File: src/rtl/mux_arb_pkg.sv
// Shared types and helpers for the mux_arb arbitrated N:1 multiplexor.
package mux_arb_pkg;

  typedef enum logic [1:0] {
    ARB_FIXED  = 2'd0,
    ARB_RR     = 2'd1,
    ARB_FORCED = 2'd2
  } arb_mode_e;

  function automatic int idx_width(input int n);
    return (n > 1) ? $clog2(n) : 1;
  endfunction

  // Next round-robin start after a grant to idx; never yields a value >= ports.
  function automatic int unsigned ptr_wrap(input int unsigned idx, input int unsigned ports);
    return (idx + 32'd1 >= ports) ? 32'd0 : idx + 32'd1;
  endfunction

endpackage

File: src/rtl/mux_arb_rr_pick.sv
// Combinational rotating-priority picker: first request at or above ptr_i, wrapping.
module arb_rr_pick
  import mux_arb_pkg::*;
#(
  parameter int PORTS = 4,
  parameter int IW    = idx_width(PORTS)
) (
  input  logic [PORTS-1:0] req_i,
  input  logic [IW-1:0]    ptr_i,
  output logic [PORTS-1:0] gnt_o,
  output logic [IW-1:0]    idx_o,
  output logic             any_o
);

  localparam logic [IW:0] LIM = (IW+1)'(PORTS);

  // Scan PORTS candidates starting at ptr_i; the first live request wins.
  always_comb begin : pick
    logic [IW:0] j;
    gnt_o = {PORTS{1'b0}};
    idx_o = {IW{1'b0}};
    any_o = 1'b0;
    j     = {(IW+1){1'b0}};
    for (int k = 0; k < PORTS; k++) begin
      j = {1'b0, ptr_i} + (IW+1)'(k);
      if (j >= LIM) begin
        j = j - LIM;
      end else begin
        j = j;
      end
      if (!any_o && req_i[j[IW-1:0]]) begin
        any_o               = 1'b1;
        gnt_o[j[IW-1:0]]    = 1'b1;
        idx_o               = j[IW-1:0];
      end else begin
        any_o = any_o;
      end
    end
  end

endmodule

File: src/rtl/mux_arb.sv
// N:1 valid/ready multiplexor with fixed, round-robin or forced arbitration
// feeding a single registered output stage.
module mux_arb
  import mux_arb_pkg::*;
#(
  parameter int SIZE  = 64,
  parameter int PORTS = 4,
  parameter int MODE  = 1
) (
  input  logic                           clk,
  input  logic                           reset_n,
  input  logic [SIZE-1:0]                in [PORTS],
  input  logic [PORTS-1:0]               in_valid,
  output logic [PORTS-1:0]               in_ready,
  input  logic [idx_width(PORTS)-1:0]    sel,
  output logic [SIZE-1:0]                out,
  output logic                           out_valid,
  input  logic                           out_ready,
  output logic [idx_width(PORTS)-1:0]    out_port
);

  localparam int          IW      = idx_width(PORTS);
  localparam arb_mode_e   MODE_E  = arb_mode_e'(MODE);
  localparam logic [IW:0] IDX_LIM = (IW+1)'(PORTS);

  logic [SIZE-1:0]  out_q, out_d;
  logic             valid_q, valid_d;
  logic [IW-1:0]    port_q, port_d;
  logic [IW-1:0]    ptr_q, ptr_d;

  logic [PORTS-1:0] pick_gnt_s, grant_s;
  logic [IW-1:0]    pick_idx_s, grant_idx_s, start_s;
  logic             pick_any_s, free_s, xfer_s;
  logic [SIZE-1:0]  sel_data_s;

  assign start_s = (MODE_E == ARB_RR) ? ptr_q : {IW{1'b0}};

  arb_rr_pick #(.PORTS(PORTS), .IW(IW)) u_pick (
    .req_i (in_valid),
    .ptr_i (start_s),
    .gnt_o (pick_gnt_s),
    .idx_o (pick_idx_s),
    .any_o (pick_any_s)
  );

  // Grant selection; forced mode ignores every channel except sel.
  always_comb begin
    grant_s     = {PORTS{1'b0}};
    grant_idx_s = {IW{1'b0}};
    case (MODE_E)
      ARB_FIXED, ARB_RR: begin
        grant_s     = pick_gnt_s;
        grant_idx_s = pick_idx_s;
      end
      ARB_FORCED: begin
        if ({1'b0, sel} < IDX_LIM) begin
          grant_s[sel] = in_valid[sel];
          grant_idx_s  = sel;
        end else begin
          grant_s = {PORTS{1'b0}};
        end
      end
      default: grant_s = {PORTS{1'b0}};
    endcase
  end

  assign free_s   = !valid_q || out_ready;
  assign in_ready = reset_n ? (grant_s & {PORTS{free_s}}) : {PORTS{1'b0}};
  assign xfer_s   = |in_ready;

  // One-hot AND-OR data select.
  always_comb begin
    sel_data_s = {SIZE{1'b0}};
    for (int i = 0; i < PORTS; i++) begin
      sel_data_s = sel_data_s | (in[i] & {SIZE{grant_s[i]}});
    end
  end

  // Output stage and round-robin pointer next state.
  always_comb begin
    out_d   = out_q;
    port_d  = port_q;
    valid_d = valid_q;
    ptr_d   = ptr_q;
    if (xfer_s) begin
      out_d   = sel_data_s;
      port_d  = grant_idx_s;
      valid_d = 1'b1;
      if (MODE_E == ARB_RR) begin
        ptr_d = IW'(ptr_wrap(32'(grant_idx_s), PORTS));
      end else begin
        ptr_d = ptr_q;
      end
    end else begin
      valid_d = valid_q && !out_ready;
    end
  end

  // State registers.
  always_ff @(posedge clk or negedge reset_n) begin
    if (!reset_n) begin
      out_q   <= {SIZE{1'b0}};
      valid_q <= 1'b0;
      port_q  <= {IW{1'b0}};
      ptr_q   <= {IW{1'b0}};
    end else begin
      out_q   <= out_d;
      valid_q <= valid_d;
      port_q  <= port_d;
      ptr_q   <= ptr_d;
    end
  end

  assign out       = out_q;
  assign out_valid = valid_q;
  assign out_port  = port_q;

endmodule
File: config.mk
export PLATFORM = sky130hd
export DESIGN_NAME = mux_arb
export DESIGN_NICKNAME = d
export VERILOG_FILES = /design/src/rtl/mux_arb_pkg.sv /design/src/rtl/mux_arb_rr_pick.sv /design/src/rtl/mux_arb.sv
export SDC_FILE = /design/constraint.sdc
export NUM_CORES = 1
export LEC_CHECK = 0
export ABC_AREA = 1
export CORE_AREA = 2 2 129 131
export CTS_CLUSTER_DIAMETER = 120
export DETAILED_ROUTE_END_ITERATION = 8
export DIE_AREA = 0 0 131 133
export GPL_ROUTABILITY_DRIVEN = 0
export PLACE_DENSITY_LB_ADDON = 0.12
export SLEW_MARGIN = 10
export SYNTH_ARGS = -nofsm -noshare
export SYNTH_HDL_FRONTEND = slang
export SYNTH_SLANG_ARGS = --single-unit
export TNS_END_PERCENT = 20
File: constraint.sdc
create_clock -name clk -period 6.9 [get_ports clk]
set_input_delay 0.69 -clock clk [delete_from_list [all_inputs] [get_ports clk]]
set_output_delay 0.69 -clock clk [all_outputs]
set_load 0.005 [all_outputs]
-- Word level (Yosys, flattened, before mapping)
Index checks and enable logic that the tools add are counted.
- order comparisons: 13
- bitwise operators: 11
- add/sub/neg operators: 8
- multiplexer cells: 34
- reduce and logical (&&, ||, !) cells: 15
- operators with widths (cell ; number):
    $and 64x64->64 ; 4
    $or 64x64->64 ; 3
    $mux 4 ; 5
    $mux 2 ; 9
    $ge 3x3->1 const B ; 4
    $lt 2x3->1 const B ; 4
    $mux 1 ; 12
    $or 4x4->4 ; 3
    $bmux 1 s2 ; 4
    $demux 1 s2 ; 4
    $ge 2x1->1 const B ; 4
    $logic_and 1x1->1 ; 8
    $sub 2x1->2 const B ; 4
    $add 2x1->3 const B ; 2
    $add 2x2->3 const B ; 2
    $logic_not 1->1 ; 5
    $and 4x4->4 ; 1
    $reduce_or 4->1 ; 1
    $ge 2x3->1 const B ; 1
    $logic_or 1x1->1 ; 1
- output and inout port bits: 71
- register bits after elaboration: 69
- input port bits: 265
- word-level logic and storage cells: 85

-- Depth between registers and ports, before layout
Gate-level depths: netlist of the first run.
- word-level depth: 18
- depth in mapped cells: 16
- gate-level depth less buffers: 14

-- Hierarchy
A second synthesis of the first run with hierarchy kept.
- cells, all modules: 734
- area, all modules: 4704.5 um2
- modules (own cells, without submodules) (module ; seq. area each (um2) ; times used ; area an instance (um2) ; cells each):
    mux_arb ; 1726.7 ; 1 ; 4264.1 ; 660
    arb_rr_pick ; 0.0 ; 1 ; 440.4 ; 74

-- Least setup slack after synthesis of the first run
No wires, ideal clock.
- kind: register to output
- start point: reg ptr_q[1]
- end point: out in_ready[1]
- path buffers: 3
- arrival time: 2.001 ns
- required time: 6.210 ns
- stages on the path, launching flop included: 14
- slack: 4.209 ns
- cells stage by stage: dfrtp_1 > inv_1 > ha_1 > inv_1 > nand3_1 > nand2_1 > nor2_2 > buf_6 > nand3_1 > nand3_1 > buf_2 > buf_2 > nand2_1 > inv_1
- word-level cells in the longest chain between the ends: 16
- elaborated cells on any way between the ends: 61
- classes of those cells: add/sub (7); order compare (12); mux (28); bitwise (4); reduce/logical (10)
- RTL lines (element ; line ; text):
    start: declaration ; mux_arb.sv:29 ; logic [IW-1:0] ptr_q, ptr_d;
    start signal: assignment ; mux_arb.sv:105 ; ptr_q <= {IW{1'b0}};
    start signal: assignment ; mux_arb.sv:110 ; ptr_q <= ptr_d;
    parallel branches: the longest is 13 deep, another holds $add 2x1->3 ; -- ;
    $mux 4 * ; mux_arb_rr_pick.sv:31 ; if (!any_o && req_i[j[IW-1:0]]) begin
    $and 4x4->4 * ; mux_arb.sv:68 ; assign in_ready = reset_n ? (grant_s & {PORTS{free_s}}) : {PORTS{1'b0}};
    $mux 4 * ; mux_arb.sv:68 ;
    end: declaration ; mux_arb.sv:14 ; output logic [PORTS-1:0] in_ready,
Mark *: on every way between the ends. The select of a mux whose other input is x is not followed.

==> flow_summary.ini, run 1 <==
[cts]
cts.sinks = 69
cts_hold_buf = 0
cts_root_buf = clkbuf_16
clockBufferDepth = 2
cts_setup_buffers = 0
htreeDepth = 3
clock_latency_ps = 330
cts_resized = 0
cts_tree = done
numCtsBuffers = 9
path_clk_slew_ps = 60

[sta]
tns_ps = 0
slew_headroom = 0.388
final-hold-violation-count = 0
worst_pin_slew_ps = 918
max_freq_mhz = 210
finalSetupViolations = 0
finalMaxSlewViolations = 0
min_period_ps = 4750
fin_crit_sh = 0.688
rsz0062_at_grt = false
skew_ps = 5.52

[floorplan]
start_util = 0.287
die_h_um = 133
io_pins = 336
rows = 47
die-area_um2 = 17400
chipWidth_um = 131
core-area_um2 = 16200

[detailed_routing]
vias = 5796
wire_per_inst_um = 14.9
vias_per_cell = 4.58
top_layer = met4
wl_met1_um = 7440
drc_errors = 0
ant_nets = 0
drt_pass1_iterations = 4
wl_um = 18800
route.met2.wl_um = 9140
dr_wl_met3_um = 1780
drt_iter0_drc = 255

[worst_setup_path]
reg2reg_slack_ps = 2460
cp-end-kind = primary output
required_ps = 6210
critical_path_class = reg2out
arrival_ps = 4060
path_max_fanout = 35
startpoint_type = register

[layout]
syn_to_final_growth_pct = 80.9
seq_area_um2 = 1730
multi_input_area_um2 = 2630
layout.nets = 1314
drive_gt1_frac = 0.0402
fillCellCount = 1656
antenna_cells = 0

[synth]
netlist_area_um2 = 4640
seq_area_frac_synth = 0.372
synth_top_area_share = 0.389
synth_top_area_cell = nand2_1
ys_seq_elements = 69
syn_nets = 1008
ys_top_cells_by_area = nand2_1 (39%), dfrtp_1 (37%), nand4_1 (8.6%), buf_2 (3.0%), nand3_1 (2.5%)
syn_avg_cell_area_um2 = 6.31
synth_warnings = 0
synth_cell_types = 24
syn_inst = 735

[global_route]
antenna_found_initial = 0
grt_max_degree = 71
grt_first_pass_wirelength_um = 28600
grt_usage = 0.210
gr-total-overflow = 0
grt_pass1_vias = 5616

[worst_hold_path]
hp-class = reg2reg

[power]
power_density_nw_per_um2 = 485
p_leak_nw = 3.80
power_w = 0.00407
max-vdd-ir-drop_v = 0.000298

[run]
cap_violations = 0

[place]
io_buffer_count = 333
hpwl_um = 13800

[run_status]
outcome = finished clean
[layout by cell type, fill, tap and decap left out]
| cell | synthesis | layout |
|---|---|---|
| nand3_2 | 0 | 4 |
| inv_1 | 13 | 13 |
| nand4_1 | 64 | 64 |
| o21a_1 | 1 | 1 |
| dfrtp_1 | 69 | 69 |
| buf_4 | 3 | 7 |
| clkdlybuf4s50_1 | 0 | 332 |
| inv_2 | 2 | 2 |
| clkinv_4 | 0 | 1 |
| a21boi_1 | 2 | 2 |
| a21oi_1 | 2 | 2 |
| clkinvlp_4 | 0 | 2 |
| clkbuf_8 | 0 | 1 |
| nand2_1 | 481 | 481 |
| a31oi_1 | 1 | 1 |
| o21ai_1 | 3 | 3 |
| a21boi_0 | 2 | 2 |
| ha_1 | 8 | 8 |
| nand2_2 | 13 | 13 |
| nor2_1 | 3 | 3 |
| nand3_1 | 23 | 19 |
| xor2_1 | 1 | 1 |
| nor2_2 | 1 | 1 |
| clkbuf_1 | 8 | 1 |
| bufinv_16 | 0 | 2 |
| o21ai_0 | 2 | 2 |
| clkbuf_16 | 0 | 9 |
[per-layer routing]
metal,track usage,vias up
met3,0.0558,29
met4,0.0762,0
li1,-,2944
met5,0,-
met1,0.243,2580
met2,0.369,243
[worst max-delay path, cell delays in order (launching register included)]
cell and delay (ps):
dfrtp_1 650, inv_2 220, ha_1 390, inv_1 100, nand3_1 90, nand2_1 60, nor2_2 330, nand3_1 160
nand3_2 600, buf_4 470, nand2_1 90, inv_1 60, clkdlybuf4s50_1 490
[report_power, final]
group	total (W)	switching (W)	internal [W]
clock network	0.000503	0.000176	0.000327
logic	0.00284	0.00176	0.00108
registers	0.000723	0.000109	0.000614
[cell usage after synthesis, drive strengths merged]
library cell  instances
clkbuf                8
buf                  36
nand2               494
xor2                  1
inv                  15
dfrtp                69
nor2                  4
nand3                23
o21a                  1
o21ai                 5
nand4                64
ha                    8
a21oi                 2
a31oi                 1
a21boi                4
[metrics by stage]
step	setup WS (ps)	cells	utilization	hold slack, ps	area [um^2]
3_3_place_gp	2250	1250	0.498	452	8060
5_1_grt	1730	1266	0.519	488	8390
3_5_place_dp	2270	1250	0.498	457	8060
2_1_floorplan	4210	735	-	394	4640
6_report	2150	1266	0.519	467	8390
4_1_cts	2090	1266	0.519	472	8390
[final timing paths]
| kind | startpoint | end | cells after the start |
|---|---|---|---|
| max | register | in_ready[3] | 12 |
| min | out[39]$_DFFE_PN0P_ | out[39]$_DFFE_PN0P_ | 2 |
| max reg2reg | register | out_valid$_DFF_PN0_ | 13 |
| min reg2reg | out[39]$_DFFE_PN0P_ | out[39]$_DFFE_PN0P_ | 2 |
| max in group asynchronous | reset_n | out[12]$_DFFE_PN0P_ | 1 |
| min in group asynchronous | reset_n | out[45]$_DFFE_PN0P_ | 1 |
[flip-flops by register name, summed over array words and instances, names as in the netlist, named ones only]
signal     count
out_port       2
out           64
out_valid      1
ptr_q          1
[cell type report]
type                            instances  share of cell area
Timing Repair Buffer                  339               0.402
Multi-Input combinational cell        607               0.313
Sequential cell                        69               0.206
Tap cell                              220              0.0328
Clock buffer                           11              0.0289
Clock inverter                          5             0.00999
Inverter                               15             0.00671
[logic make-up (layout without fill, tap and decap cells)]
kind of cell / Yosys count / after routing / share of synthesized area
and+or+nand+nor: 585 / 585 / 0.522
buffers and inverters: 59 / 370 / 0.0650
adders and majority gates: 8 / 8 / 0.0216
AOI/OAI and AO/OA: 13 / 13 / 0.0170
DFF: 69 / 69 / 0.372
xor gates and xnor gates: 1 / 1 / 0.00189
No activity file was read; power rests on OpenSTA's default activity.
==> inputs of run 2 (changes only) <==
==> constraint.sdc (replaced) <==
create_clock -name clk -period 4.92 [get_ports clk]
set_input_delay 0.492 -clock clk [delete_from_list [all_inputs] [get_ports clk]]
set_output_delay 0.492 -clock clk [all_outputs]
set_load 0.005 [all_outputs]
==> flow_summary.ini, run 2 (synthesis results as in run 1) <==
[worst_hold_path]
hp-class = in2async

[worst_setup_path]
critPathBufInv = 5
path_max_fanout = 32
critical_path_class = reg2out
path_cells = inv_2, ha_1, inv_1, nand3_1, nand2_1, nor2_2, nand3_1, nand3_2, buf_4, nand2_1, inv_1, clkdlybuf4s50_1
startpoint_type = register
cp_top_family = buffers and inverters
arrival_ps = 3380
reg2reg_slack_ps = 1250
crit_slowest_cell = dfrtp_1
cpPeakStageDelay_ps = 630
cp-end-kind = primary output
required_ps = 4430
r2r_cells = 14
regToRegEndpoint = out_valid$_DFF_PN0_

[floorplan]
start_util = 0.287
chipWidth_um = 131
io_pins = 336
die-area_um2 = 17400
rows = 47
core-area_um2 = 16200
die_h_um = 133

[sta]
skew_ps = 5.30
rsz0062_at_grt = false
tns_ps = 0
finalSetupViolations = 0
finalMaxSlewViolations = 0
fin_crit_sh = 0.788
slew_headroom = 0.389
worst_pin_slew_ps = 917
min_period_ps = 3870
holdWs_ps = 365
final-hold-violation-count = 0
max_freq_mhz = 258

[layout]
final_cell_mix = nand2_1 (481), clkdlybuf4s50_1 (332), dfrtp_1 (69)
antenna_cells = 0
postLayoutCoreUtil = 0.520
layout.nets = 1316
drive_gt1_frac = 0.0420
final_common_cell = nand2_1
finalNonFillerCells = 1267
largest_register_ffs = 64
syn_to_final_growth_pct = 81.5

[detailed_routing]
wl_um = 18600
vias_per_cell = 4.59
ant_nets = 0
wire_per_inst_um = 14.7
drt_iter0_drc = 215
drt_pass1_iterations = 4
vias = 5810
drc_errors = 0

[cts]
cts_setup_buffers = 0
cts.sinks = 69
clockBufferDepth = 2
cts_tree = done
clock_latency_ps = 330
cts_resized = 0
cts_hold_buf = 0
path_clk_slew_ps = 60
numCtsBuffers = 9
cts_root_buf = clkbuf_16
htreeDepth = 3

[run]
cap_violations = 0

[global_route]
grt_max_degree = 70
gr-total-overflow = 0
antenna_found_initial = 0
grt_pass1_vias = 5774
grt_usage = 0.208
grt_first_pass_wirelength_um = 28400

[power]
max-vdd-ir-drop_v = 0.000480
p_leak_nw = 3.82
power_w = 0.00573
power_density_nw_per_um2 = 681

[place]
io_buffer_count = 333
hpwl_um = 13500
place_inst = 1252

[run_status]
outcome = finished clean
-- run 2: metal layers --
layer	vias up	share of wire	wire, um	track usage
li1	2944	-	-	-
met1	2604	0.39	7240	0.226
met2	235	0.50	9200	0.380
met3	27	0.091	1700	0.0542
met4	0	0.022	417	0.0762
met5	-	0	0	0
-- run 2: area by class of cell --
type | instances | area [um^2]
clock buffers | 9 | 225
inverters | 15 | 56.3
clock inverters | 6 | 113
well taps | 220 | 275
fillers | 1607 | 7760
repair buffers | 341 | 3390
flip-flops and latches | 69 | 1730
multi-input cells | 607 | 2630
-- run 2: metrics by stage --
stage	instance area, um^2	setup slack, ps
CTS	8410	1030
global placement	8080	1270
detailed placement	8080	1220
global route	8410	800
floorplan	4640	2430
finish	8410	1050
-- run 2: report_power, final --
group / switching (W) / internal [W] / total [W]
clock: 0.000247 / 0.000493 / 0.000740
combinational: 0.00245 / 0.00152 / 0.00398
sequential: 0.000152 / 0.000861 / 0.00101
total: 0.00285 / 0.00288 / 0.00573
-- run 2: worst max-delay path by stage --
stage,start,endpoint,slack (ps),depth (start not counted)
6_report,register,in_ready[3],1050,12
3_3_place_gp,register,out_valid$_DFF_PN0_,1270,14
3_5_place_dp,register,out_valid$_DFF_PN0_,1220,14
4_1_cts,register,in_ready[3],1030,12
2_1_floorplan,ptr_q[1]$_DFFE_PN0P_,in_ready[1],2430,13
5_1_grt,register,in_ready[3],800,12
-- run 2: worst reg2reg max path, cell delays in order, from the launching register on --
cell      delay, ps
dfrtp_1         630
inv_2           220
ha_1            390
inv_1           130
nand3_1          90
nand2_1          80
nor2_1           80
a21boi_1        170
nand3_2          90
buf_4           250
o21ai_1         190
nand2_2          80
inv_2           420
buf_4           540
o21ai_1         160
==> inputs of run 3 (changes only) <==
==> constraint.sdc (replaced) <==
create_clock -name clk -period 3.7 [get_ports clk]
set_input_delay 0.37 -clock clk [delete_from_list [all_inputs] [get_ports clk]]
set_output_delay 0.37 -clock clk [all_outputs]
set_load 0.005 [all_outputs]
==> flow_summary.ini, run 3 (synthesis results as in run 1) <==
[worst_setup_path]
critPathBufInv = 4
crit_slowest_cell = dfrtp_1
r2r_cells = 14
path_max_fanout = 11
required_ps = 3330
startpoint_type = register
critical_path_class = reg2out
cp-end-kind = primary output
path_cells = inv_1, ha_1, inv_1, nand3_1, nand2_1, nor2_2, nand3_1, nand3_2, nand2_1, inv_1, clkdlybuf4s50_1
r2r_start = ptr_q[1]$_DFFE_PN0P_
cpPeakStageDelay_ps = 510
reg2reg_slack_ps = 640
cp_top_family = simple AND/OR/NAND/NOR gates
arrival_ps = 3010
regToRegEndpoint = out[44]$_DFFE_PN0P_
cp_common_cell = inv_1

[layout]
fillCellCount = 1626
final_cell_mix = nand2_1 (481), clkdlybuf4s50_1 (332), dfrtp_1 (69)
largest_register_ffs = 64
antenna_cells = 0
syn_to_final_growth_pct = 82.7
stdcell_area_um2 = 8470
final_common_cell = nand2_1
drive_gt1_frac = 0.0475
layout.nets = 1321

[power]
max-vdd-ir-drop_v = 0.000526
combPwrFrac = 0.704
sw_frac_of_total = 0.495
intPower_w = 0.00389
p_sw_w = 0.00382
power_density_nw_per_um2 = 910
p_seq_frac = 0.173
clkPwrFrac = 0.124
p_leak_nw = 3.85

[global_route]
grt_max_degree = 70
antenna_found_initial = 0
grt_pass1_vias = 5702
grt_first_pass_wirelength_um = 28900
gr-total-overflow = 0
grt_usage = 0.209

[run]
cap_violations = 0

[floorplan]
start_util = 0.287
die_h_um = 133
rows = 47
chipWidth_um = 131
die-area_um2 = 17400
core-area_um2 = 16200
io_pins = 336

[sta]
min_period_ps = 3380
final-hold-violation-count = 0
worst_pin_slew_ps = 912
finalMaxSlewViolations = 0
rsz0062_at_grt = false
slew_headroom = 0.392
skew_ps = 5.64
max_freq_mhz = 296
fin_crit_sh = 0.913
finalSetupViolations = 0
tns_ps = 0

[detailed_routing]
drt_iter0_drc = 268
drt_pass1_iterations = 5
ant_nets = 0
vias_per_cell = 4.61
drc_errors = 0
vias = 5863
wire_per_inst_um = 14.6
wl_um = 18600

[cts]
cts_resized = 0
clock_latency_ps = 330
cts_setup_buffers = 0
clockBufferDepth = 2
cts_tree = done
numCtsBuffers = 9
cts_hold_buf = 0
cts.sinks = 69
path_clk_slew_ps = 60
cts_root_buf = clkbuf_16
htreeDepth = 3

[place]
io_buffer_count = 333
place_area_um2 = 8140
hpwl_um = 13900

[run_status]
outcome = finished clean

[worst_hold_path]
hp-class = in2async
run 3: per-stage QoR:
step	hold WS [ps]	power [W]	util	cells	setup slack (ps)
6_report	230	0.00771	0.524	1273	322
5_1_grt	373	0.00853	0.524	1273	55.9
4_1_cts	315	0.00790	0.524	1273	301
3_5_place_dp	457	0.00691	0.503	1257	577
3_3_place_gp	453	0.00688	0.503	1257	666
2_1_floorplan	74.4	0.00479	-	735	1330
run 3: metal layers:
layer | vias up | routed length [um] | global-route usage
li1 | 2951 | - | -
met1 | 2650 | 7290 | 0.235
met2 | 236 | 9280 | 0.380
met3 | 26 | 1700 | 0.0574
met4 | 0 | 387 | 0.0621
met5 | - | 0 | 0
run 3: final cells by class:
| cell class | count | area, um^2 | share of cell area |
|---|---|---|---|
| multi-input cells | 607 | 2630 | 0.310 |
| clock inverters | 6 | 92.6 | 0.0109 |
| repair buffers | 346 | 3450 | 0.408 |
| inverters | 15 | 56.3 | 0.00665 |
| flip-flops and latches | 69 | 1730 | 0.204 |
| clock buffers | 10 | 239 | 0.0282 |
| well taps | 220 | 275 | 0.0325 |
run 3: worst max-delay path by stage:
stage                              start                   end  slack (ps)  depth (start not counted)
global route        ptr_q[1]$_DFFE_PN0P_           in_ready[2]          60                         11
detailed placement  ptr_q[1]$_DFFE_PN0P_   out[40]$_DFFE_PN0P_         580                         14
floorplan           ptr_q[1]$_DFFE_PN0P_           in_ready[1]        1330                         13
finish              ptr_q[1]$_DFFE_PN0P_           in_ready[2]         320                         11
CTS                 ptr_q[1]$_DFFE_PN0P_           in_ready[2]         300                         11
global placement    ptr_q[1]$_DFFE_PN0P_  ptr_q[1]$_DFFE_PN0P_         670                         14
run 3: power groups by stage:
| stage | Sequential (W) | Combinational [W] | Clock [W] |
|---|---|---|---|
| finish | 0.00133 | 0.00542 | 0.000952 |
| global route | 0.00138 | 0.00614 | 0.00101 |
| CTS | 0.00133 | 0.00558 | 0.000980 |
| detailed placement | 0.00134 | 0.00557 | 0 |
| global placement | 0.00133 | 0.00555 | 0 |
| floorplan | 0.00137 | 0.00343 | 0 |
